### src/rtl/memory_access_stage_pkg.sv
// Shared field positions, FSM encoding and byte-lane constants for the MEM stage.
// Latency: n/a (declarations only).
// Backpressure: n/a (declarations only).
package memory_access_stage_pkg;

  // writeBack control bits (Execute uses the same layout)
  localparam int WB_REG_WRITE  = 1;
  localparam int WB_MEM_TO_REG = 0;

  // memAccess control bits
  localparam int ACC_READ  = 2;
  localparam int ACC_WRITE = 1;
  localparam int ACC_BYTE  = 0;

  // byte-lane constants
  localparam logic [3:0] BE_WORD  = 4'b1111;
  localparam logic [3:0] BE_LANE0 = 4'b0001;
  localparam int         CNT_W    = 8;

  typedef enum logic {
    IDLE   = 1'b0,
    ACCESS = 1'b1
  } memState_t;

  // One-hot lane enable for a byte access at the given address offset.
  function automatic logic [3:0] laneMask(input logic [1:0] lane);
    return BE_LANE0 << lane;
  endfunction

endpackage

### src/rtl/memory_access_stage_byte_lane_unit.sv
// Byte-lane steering: lane enables, replicated store data, extracted/extended load data.
// Latency: purely combinational.
// Backpressure: none; follows its inputs.
module memory_access_stage_byte_lane_unit
  import memory_access_stage_pkg::*;
#(
  parameter int SIGNED_BYTE_LOAD = 0
) (
  input  logic [1:0]  laneSel,
  input  logic        isByte,
  input  logic [31:0] storeIn,
  input  logic [31:0] loadIn,
  output logic [3:0]  byteEnable,
  output logic [31:0] storeOut,
  output logic [31:0] loadOut
);

  logic [7:0] loadByte;

  // Word accesses pass straight through; byte accesses select/replicate one lane.
  always_comb begin
    byteEnable = isByte ? laneMask(laneSel) : BE_WORD;
    storeOut   = isByte ? {4{storeIn[7:0]}} : storeIn;
    loadByte   = loadIn[{laneSel, 3'b000} +: 8];
    if (!isByte) begin
      loadOut = loadIn;
    end else if (SIGNED_BYTE_LOAD != 0) begin
      loadOut = {{24{loadByte[7]}}, loadByte};
    end else begin
      loadOut = {24'h000000, loadByte};
    end
  end

endmodule

### src/rtl/memory_access_stage.sv
// MEM pipeline stage: word/byte loads and stores over a req/ack bus, registered MEM/WB outputs.
// Latency: 1 cycle for non-memory ops, >=2 cycles for memory ops (IDLE->ACCESS->complete).
// Backpressure: stall holds EX/MEM upstream from op acceptance until ack or ack timeout.
module memory_access_stage
  import memory_access_stage_pkg::*;
#(
  parameter int TIMEOUT          = 16,
  parameter int SIGNED_BYTE_LOAD = 0
) (
  input  logic        clk,
  input  logic        reset,
  input  logic [1:0]  exMemWriteBack,
  input  logic [2:0]  exMemAccess,
  input  logic [31:0] exMemResult,
  input  logic [31:0] exMemWriteData,
  input  logic [4:0]  exMemRd,
  output logic [31:0] memAddr,
  output logic [31:0] memWriteData,
  output logic [3:0]  memByteEnable,
  output logic        memWe,
  output logic        memReq,
  input  logic [31:0] memReadData,
  input  logic        memAck,
  output logic        stall,
  output logic        memWbRegWrite,
  output logic [4:0]  memWbRd,
  output logic [31:0] memWbData,
  output logic        busError,
  output logic [31:0] busErrorAddr
);

  localparam logic [CNT_W-1:0] LAST_COUNT = CNT_W'(TIMEOUT - 1);

  memState_t        state;
  logic [CNT_W-1:0] counter;

  logic        isRead;
  logic        isWrite;
  logic        isByte;
  logic        isOp;
  logic        isIllegal;
  logic        isMisaligned;
  logic        isFault;
  logic        isValidOp;
  logic        lastCycle;
  logic [31:0] loadData;

  assign isRead       = exMemAccess[ACC_READ];
  assign isWrite      = exMemAccess[ACC_WRITE];
  assign isByte       = exMemAccess[ACC_BYTE];
  assign isOp         = isRead ^ isWrite;
  assign isIllegal    = isRead & isWrite;
  assign isMisaligned = isOp & ~isByte & (exMemResult[1:0] != 2'b00);
  assign isFault      = isIllegal | isMisaligned;
  assign isValidOp    = isOp & ~isMisaligned;
  assign lastCycle    = (counter == LAST_COUNT);

  // EX/MEM inputs are held by stall, so the bus side is driven straight from them.
  assign memAddr = {exMemResult[31:2], 2'b00};

  memory_access_stage_byte_lane_unit #(
    .SIGNED_BYTE_LOAD(SIGNED_BYTE_LOAD)
  ) u_laneUnit (
    .laneSel   (exMemResult[1:0]),
    .isByte    (isByte),
    .storeIn   (exMemWriteData),
    .loadIn    (memReadData),
    .byteEnable(memByteEnable),
    .storeOut  (memWriteData),
    .loadOut   (loadData)
  );

  // Request and stall; gated by reset so they drop the moment reset rises.
  always_comb begin
    memReq = 1'b0;
    memWe  = 1'b0;
    stall  = 1'b0;
    if (!reset) begin
      if (state == ACCESS) begin
        memReq = 1'b1;
        memWe  = isWrite;
        stall  = ~(memAck | lastCycle);
      end else begin
        stall = isValidOp;
      end
    end
  end

  // FSM, timeout counter, MEM/WB register and sticky bus-error capture.
  always_ff @(negedge clk or posedge reset) begin
    if (reset) begin
      state         <= IDLE;
      counter       <= '0;
      memWbRegWrite <= 1'b0;
      memWbRd       <= '0;
      memWbData     <= '0;
      busError      <= 1'b0;
      busErrorAddr  <= '0;
    end else begin
      case (state)
        IDLE: begin
          memWbRd <= exMemRd;
          if (isFault) begin
            memWbRegWrite <= 1'b0;
            memWbData     <= '0;
            busError      <= 1'b1;
            if (!busError) busErrorAddr <= exMemResult;
          end else if (isValidOp) begin
            // Bubble while the access is in flight; the real result lands on completion.
            state         <= ACCESS;
            counter       <= '0;
            memWbRegWrite <= 1'b0;
            memWbData     <= '0;
          end else begin
            memWbRegWrite <= exMemWriteBack[WB_REG_WRITE];
            memWbData     <= exMemResult;
          end
        end
        ACCESS: begin
          if (memAck) begin
            state         <= IDLE;
            memWbRegWrite <= exMemWriteBack[WB_REG_WRITE];
            memWbRd       <= exMemRd;
            memWbData     <= (isRead & exMemWriteBack[WB_MEM_TO_REG]) ? loadData : exMemResult;
          end else if (lastCycle) begin
            state         <= IDLE;
            memWbRegWrite <= 1'b0;
            memWbRd       <= exMemRd;
            memWbData     <= '0;
            busError      <= 1'b1;
            if (!busError) busErrorAddr <= exMemResult;
          end else begin
            counter <= counter + 1'b1;
          end
        end
        default: state <= IDLE;
      endcase
    end
  end

endmodule

### config.mk
export PLATFORM = sky130hd
export DESIGN_NAME = memory_access_stage
export DESIGN_NICKNAME = d
export VERILOG_FILES = /design/src/rtl/memory_access_stage_pkg.sv /design/src/rtl/memory_access_stage_byte_lane_unit.sv /design/src/rtl/memory_access_stage.sv
export SDC_FILE = /design/constraint.sdc
export NUM_CORES = 1
export LEC_CHECK = 0
export ABC_AREA = 1
export BUFFER_PORTS_ARGS = -buffer_cell sky130_fd_sc_hd__clkbuf_2
export CORE_ASPECT_RATIO = 0.7
export CORE_MARGIN = 3
export CORE_UTILIZATION = 50
export CTS_BUF_LIST = sky130_fd_sc_hd__clkbuf_2
export DETAILED_ROUTE_END_ITERATION = 8
export GPL_ROUTABILITY_DRIVEN = 0
export PLACE_DENSITY = 0.86
export RECOVER_POWER = 25
export SYNTH_ARGS = -nofsm -noshare
export SYNTH_HDL_FRONTEND = slang
export SYNTH_SLANG_ARGS = --single-unit
### constraint.sdc
create_clock -name clk -period 5.95 [get_ports clk]
set_clock_uncertainty 0.2 [all_clocks]
set_input_delay 0.2975 -clock clk [delete_from_list [all_inputs] [get_ports clk]]
set_output_delay 0.2975 -clock clk [all_outputs]
set_load 0.005 [all_outputs]
=== After elaboration in Yosys (flattened, before gate mapping) ===
Index checks and enable logic that the tools add are counted.

* Logic and storage cells: 75
* Output and inout bits: 142
* Register bits after elaboration: 80

* Reduce and logical (&&, ||, !) cells: 3
* Bitwise operators: 12
* Eq/ne operators: 8
* Shifts and indexed selects: 2
* $add $sub $neg: 1
* Multiplexer cells: 42

{| class="wikitable"
|+ Operators with widths
! kind !! number
|-
| $mux 32 || 11
|-
| $pmux 32 s2 || 2
|-
| $mux 8 || 4
|-
| $shiftx 32x6->8 || 1
|-
| $mux 1 || 17
|-
| $pmux 8 s2 || 1
|-
| $mux 5 || 2
|-
| $ne 2x2->1 const B || 5
|-
| $pmux 5 s2 || 1
|-
| $add 8x1->8 const B || 1
|-
| $eq 8x4->1 const B || 1
|-
| $pmux 1 s2 || 3
|-
| $and 1x1->1 || 5
|-
| $mux 4 || 1
|-
| $not 1->1 || 4
|-
| $reduce_and 4->1 || 1
|-
| $shl 1x2->4 const A || 1
|-
| $ne 3x2->1 const B || 1
|-
| $reduce_and 3->1 || 1
|-
| $ne 2x1->1 const B || 1
|-
| $or 1x1->1 || 2
|-
| $reduce_bool 2->1 || 1
|-
| $xor 1x1->1 || 1
|}

=== Logic depth before layout (Yosys ltp) ===
* Depth after elaboration: 8
* Mapped depth: 9

=== By module ===
From an unflattened synthesis, not the netlist that was laid out.

* Cell total of the unflattened synthesis: 728
* Area total of the unflattened synthesis: 5084.9 um^2

{| class="wikitable"
|+ Modules (own cells, without submodules)
! module !! cells an instance !! area an instance (um^2) !! sequential area each (um^2) !! instances
|-
| memory_access_stage || 543 || 4225.3 || 2001.9 || 1
|-
| memory_access_stage_byte_lane_unit || 185 || 859.6 || 0.0 || 1
|}

==> results.md <==
- The run finished, with violations left.
- The final reports fail on capacitance limit, slew limit.
- The die covers 0.0114 mm2.
- The sort of element at the end of the critical path is a primary output.
- The kind of start point of the critical path is a flip-flop.
- Relative to the synthesized area, the layout overhead comes to 20.0%.
- The initial antenna violation count is 0.
- The cell chosen for the clock root is clkbuf_2.
- Walking the worst path, the cells encountered are inv_2 -> nor2_2 -> buf_4 -> nand2_2 -> a21oi_1 -> clkbuf_2.
- The final hold violation count is 0.
- Together, buffers and inverters on the worst path number 3.
- Of the total synthesized cell area, the portion taken by AND, OR, NAND and NOR gates is 46.1%.
- The H-tree generated during clock tree synthesis spans 3 levels.
- The via total after detailed routing is 5782.
- The max-cap violation count is 1.
- The final count of negative-setup-slack endpoints is 0.
- The initial cell density of the core is 51.7%.
- The final-report max-slew violation count came to 56.
- The clock insertion delay at the later pin of the skew report is 0.47 ns.
- Summing the areas of all compound-gate instances in the mapped netlist gives 1.63% of the synthesized area.
- After synthesis, flip-flops and latches occupy 39.5% of the total area.
- The pre-antenna-repair detailed-routing pass consisted of 6 iterations.
- The register clock-pin slew on the reported worst setup and hold paths is 0.15 ns.
- The die is 126 um wide.
- The sink count of the clock tree is 80.
- The path class of the tightest hold or removal check is reg -> reg.
- The max-slew headroom at the worst pin is -65.8%.
- The number of post-CTS setup repair buffers is 0.
- At the end of the flow, the number of nets in the layout was 1000.
- The number of inserted diodes is 0.
- Setup repair after global routing left no endpoint under its margin.
- The site row count is 30.
- The number of global-route vias before repair is 5278.
- After the first detailed-routing iteration, the DRC count stood at 730.
- The core region area is 0.00980 mm2.
- Broken down by cell family, the worst path's largest delay share belongs to buffers and inverters.
- The number of instances resized during post-cts repair is 0.
- Data on the critical path arrives at its endpoint at 5.06 ns.
- The fraction of synthesized cell area in xor and xnor cells is 0.346%.
- The cell type of the slowest stage on the worst timing path is dfrtn_1.
- TritonCTS built the clock tree.
- Across the VDD grid, the largest voltage drop is 0.119 mV.
- In the final routed layout, each cell accounts on average for 17.2 um.
- In the synthesized netlist, the number of instances is 706.
- The y dimension of the die is 90.2 um.
- The remaining global-route overflow is 0.
- In the routed layout, each cell is associated on average with a via count of 5.66.
- The global-route usage over all layers is 30.5%.
- Summed over all layers, the routed wires come to 17600 um.
- The netlist uses 28 different library cells.
- The detail route stage leaves a number of antenna-violating nets equal to 0.
- STA puts the critical path data required time at 5.45 ns.
- After clock tree synthesis, the flow added hold-fix buffers numbering 0.
- The portion of synthesized area spent on multiplexers is 0%.
- In the routed design, unresolved DRC markers number 0.
- Detailed placement ended at an HPWL of 13100 um.
- The longest individual stage delay on the worst path is 0.48 ns.
- The worst setup path is of the reg -> out kind.
- In this run the count of I/O pins placed on the die edge is 251.
- The maximum fanout count along the critical path is 32.
- The actual transition at the worst max-transition pin is 2.47 ns.
- The maximum root-to-sink buffer count is 2.
- Buffers inserted during clock tree synthesis total 9.
- The static leakage is 3.38 nW.
- The total of warnings raised by yosys is 0.
- At the end of the flow the core is filled with cells to 62.1%.
- Entering global routing, the biggest net connects 56 pins.
- After synthesis, the largest family of logic cells by area is simple AND/OR/NAND/NOR gates.
- The summed instance area of the synthesized netlist is 0.00507 mm2.
- Port buffering added 248 buffers.
- The post-synthesis register bit count is 80.
- The final sum of negative setup slack is 0 ns.
- Power spread over the standard cell area amounts to 285 mW/mm2.
- In the final layout, the share of cells above drive strength 1 is 28.6%.
- The mean area per synthesized cell is 7.18 um2.
- Of the total synthesized cell area, the portion taken by full adders, half adders and majority gates is 0.494%.
- The wire length of the first global-routing pass is 27900 um.
[where the power goes]
| group | internal [W] | switching [W] | leakage (nW) |
|---|---|---|---|
| clock network | 0.000139 | 0.000200 | 0.0784 |
| registers | 0.000707 | 0.0000957 | 1.03 |
| logic | 0.000239 | 0.000352 | 2.27 |
| total | 0.00109 | 0.000648 | 3.38 |
[area by class of cell]
type                       count  area (um2)
clock inverter                 5        81.3
multi-input combinational    522        2470
timing repair buffer         260        1260
tap                          128         160
fill                         961        3710
inverter                      16        61.3
sequential                    80        2000
clock buffer                  10        50.0
[Yosys cell counts]
library cell  count  area [um2]
clkbuf_1         24        90.1
nor2_4            1        11.3
o21bai_1          1        7.51
nor2_1           17        63.8
nor2_2            1        6.26
conb_1            1        3.75
nand3_1         111         556
a21oi_4           1        16.3
buf_4            42         315
xor2_1            1        8.76
nand3_2           2        20.0
ha_1              2        25.0
dfrtn_1          80        2000
inv_2             2        7.51
nand4_2           1        12.5
o21ai_0           6        30.0
buf_1             2        7.51
buf_2            17        85.1
nand3_4           1        17.5
inv_1            14        52.6
a21oi_1           2        10.0
xnor2_1           1        8.76
or2_2            22         138
nand4_1          77         482
buf_6             4        45.0
nand2_2           3        18.8
o21bai_4          1        18.8
nand2_1         269        1010
[placed cells by master, fill, tap and decap left out, drive strengths merged]
cell type / count
ha: 2
xnor2: 1
dfrtn: 80
nand3: 114
clkinvlp: 2
nand2: 272
inv: 16
o21ai: 6
o21bai: 2
buf: 11
clkbuf: 259
bufinv: 2
clkinv: 1
conb: 2
or2: 22
nand4: 78
xor2: 1
nor2: 19
a21oi: 3
[final timing paths]
| path | startpoint | end | slack (ns) | depth (start not counted) |
|---|---|---|---|---|
| max | state$_DFF_NP0_ | stall | 0.39 | 6 |
| min | busErrorAddr[19]$_DFFE_NP0P_ | busErrorAddr[19]$_DFFE_NP0P_ | 0.22 | 2 |
| max reg2reg | counter[0]$_DFFE_NP0P_ | busErrorAddr[6]$_DFFE_NP0P_ | 3.05 | 6 |
| min reg2reg | busErrorAddr[19]$_DFFE_NP0P_ | busErrorAddr[19]$_DFFE_NP0P_ | 0.22 | 2 |
| max in group asynchronous | reset | memWbData[24]$_DFFE_NP0P_ | 1.21 | 3 |
| min in group asynchronous | reset | memWbData[8]$_DFFE_NP0P_ | 3.16 | 2 |
[registers in the layout, indices dropped and copies added (netlist names)]
| register | count |
|---|---|
| busErrorAddr | 32 |
| memWbData | 32 |
| counter | 8 |
| memWbRd | 5 |
| busError | 1 |
| memWbRegWrite | 1 |
| state | 1 |
[cell families (layout without fill, tap and decap cells)]
family          count (synthesis)  in the layout
other cells                     1              2
simple gates                  505            505
fa+ha+maj                       2              2
compound gates                 11             11
buf+inv                       105            291
flops                          80             80
xor+xnor                        2              2
[worst reg2reg max path, delay by kind of cell, from the launching register on]
family | cells | cell delay, ns
compound gates | 1 | 0.77
fa+ha+maj | 1 | 0.34
flops | 1 | 0.52
simple gates | 4 | 0.93
[metal layers]
layer | vias up | global-route usage (%) | share of wire, %
li1 | 2696 | - | -
met4 | 0 | 7.50 | 2.2
met1 | 2647 | 40.5 | 39
met3 | 37 | 7.90 | 11
met5 | - | 0 | 0
met2 | 402 | 49.9 | 47
[stage by stage]
step | setup WS (ns) | hold slack (ns) | cells | area [um2] | power, W
final | 0.388 | 0.223 | 1021 | 6080 | 0.00173
after global routing | 0.235 | 0.251 | 1021 | 6080 | 0.00185
after CTS | 0.351 | 0.226 | 1021 | 6160 | 0.00175
after detailed placement | 0.585 | 0.219 | 1006 | 6030 | 0.00141
after global placement | 0.716 | 0.215 | 1006 | 6030 | 0.00139
after floorplan | 0.545 | 0.226 | 707 | 5070 | 0.00111
Note: power is estimated with default switching activity, not from simulation.
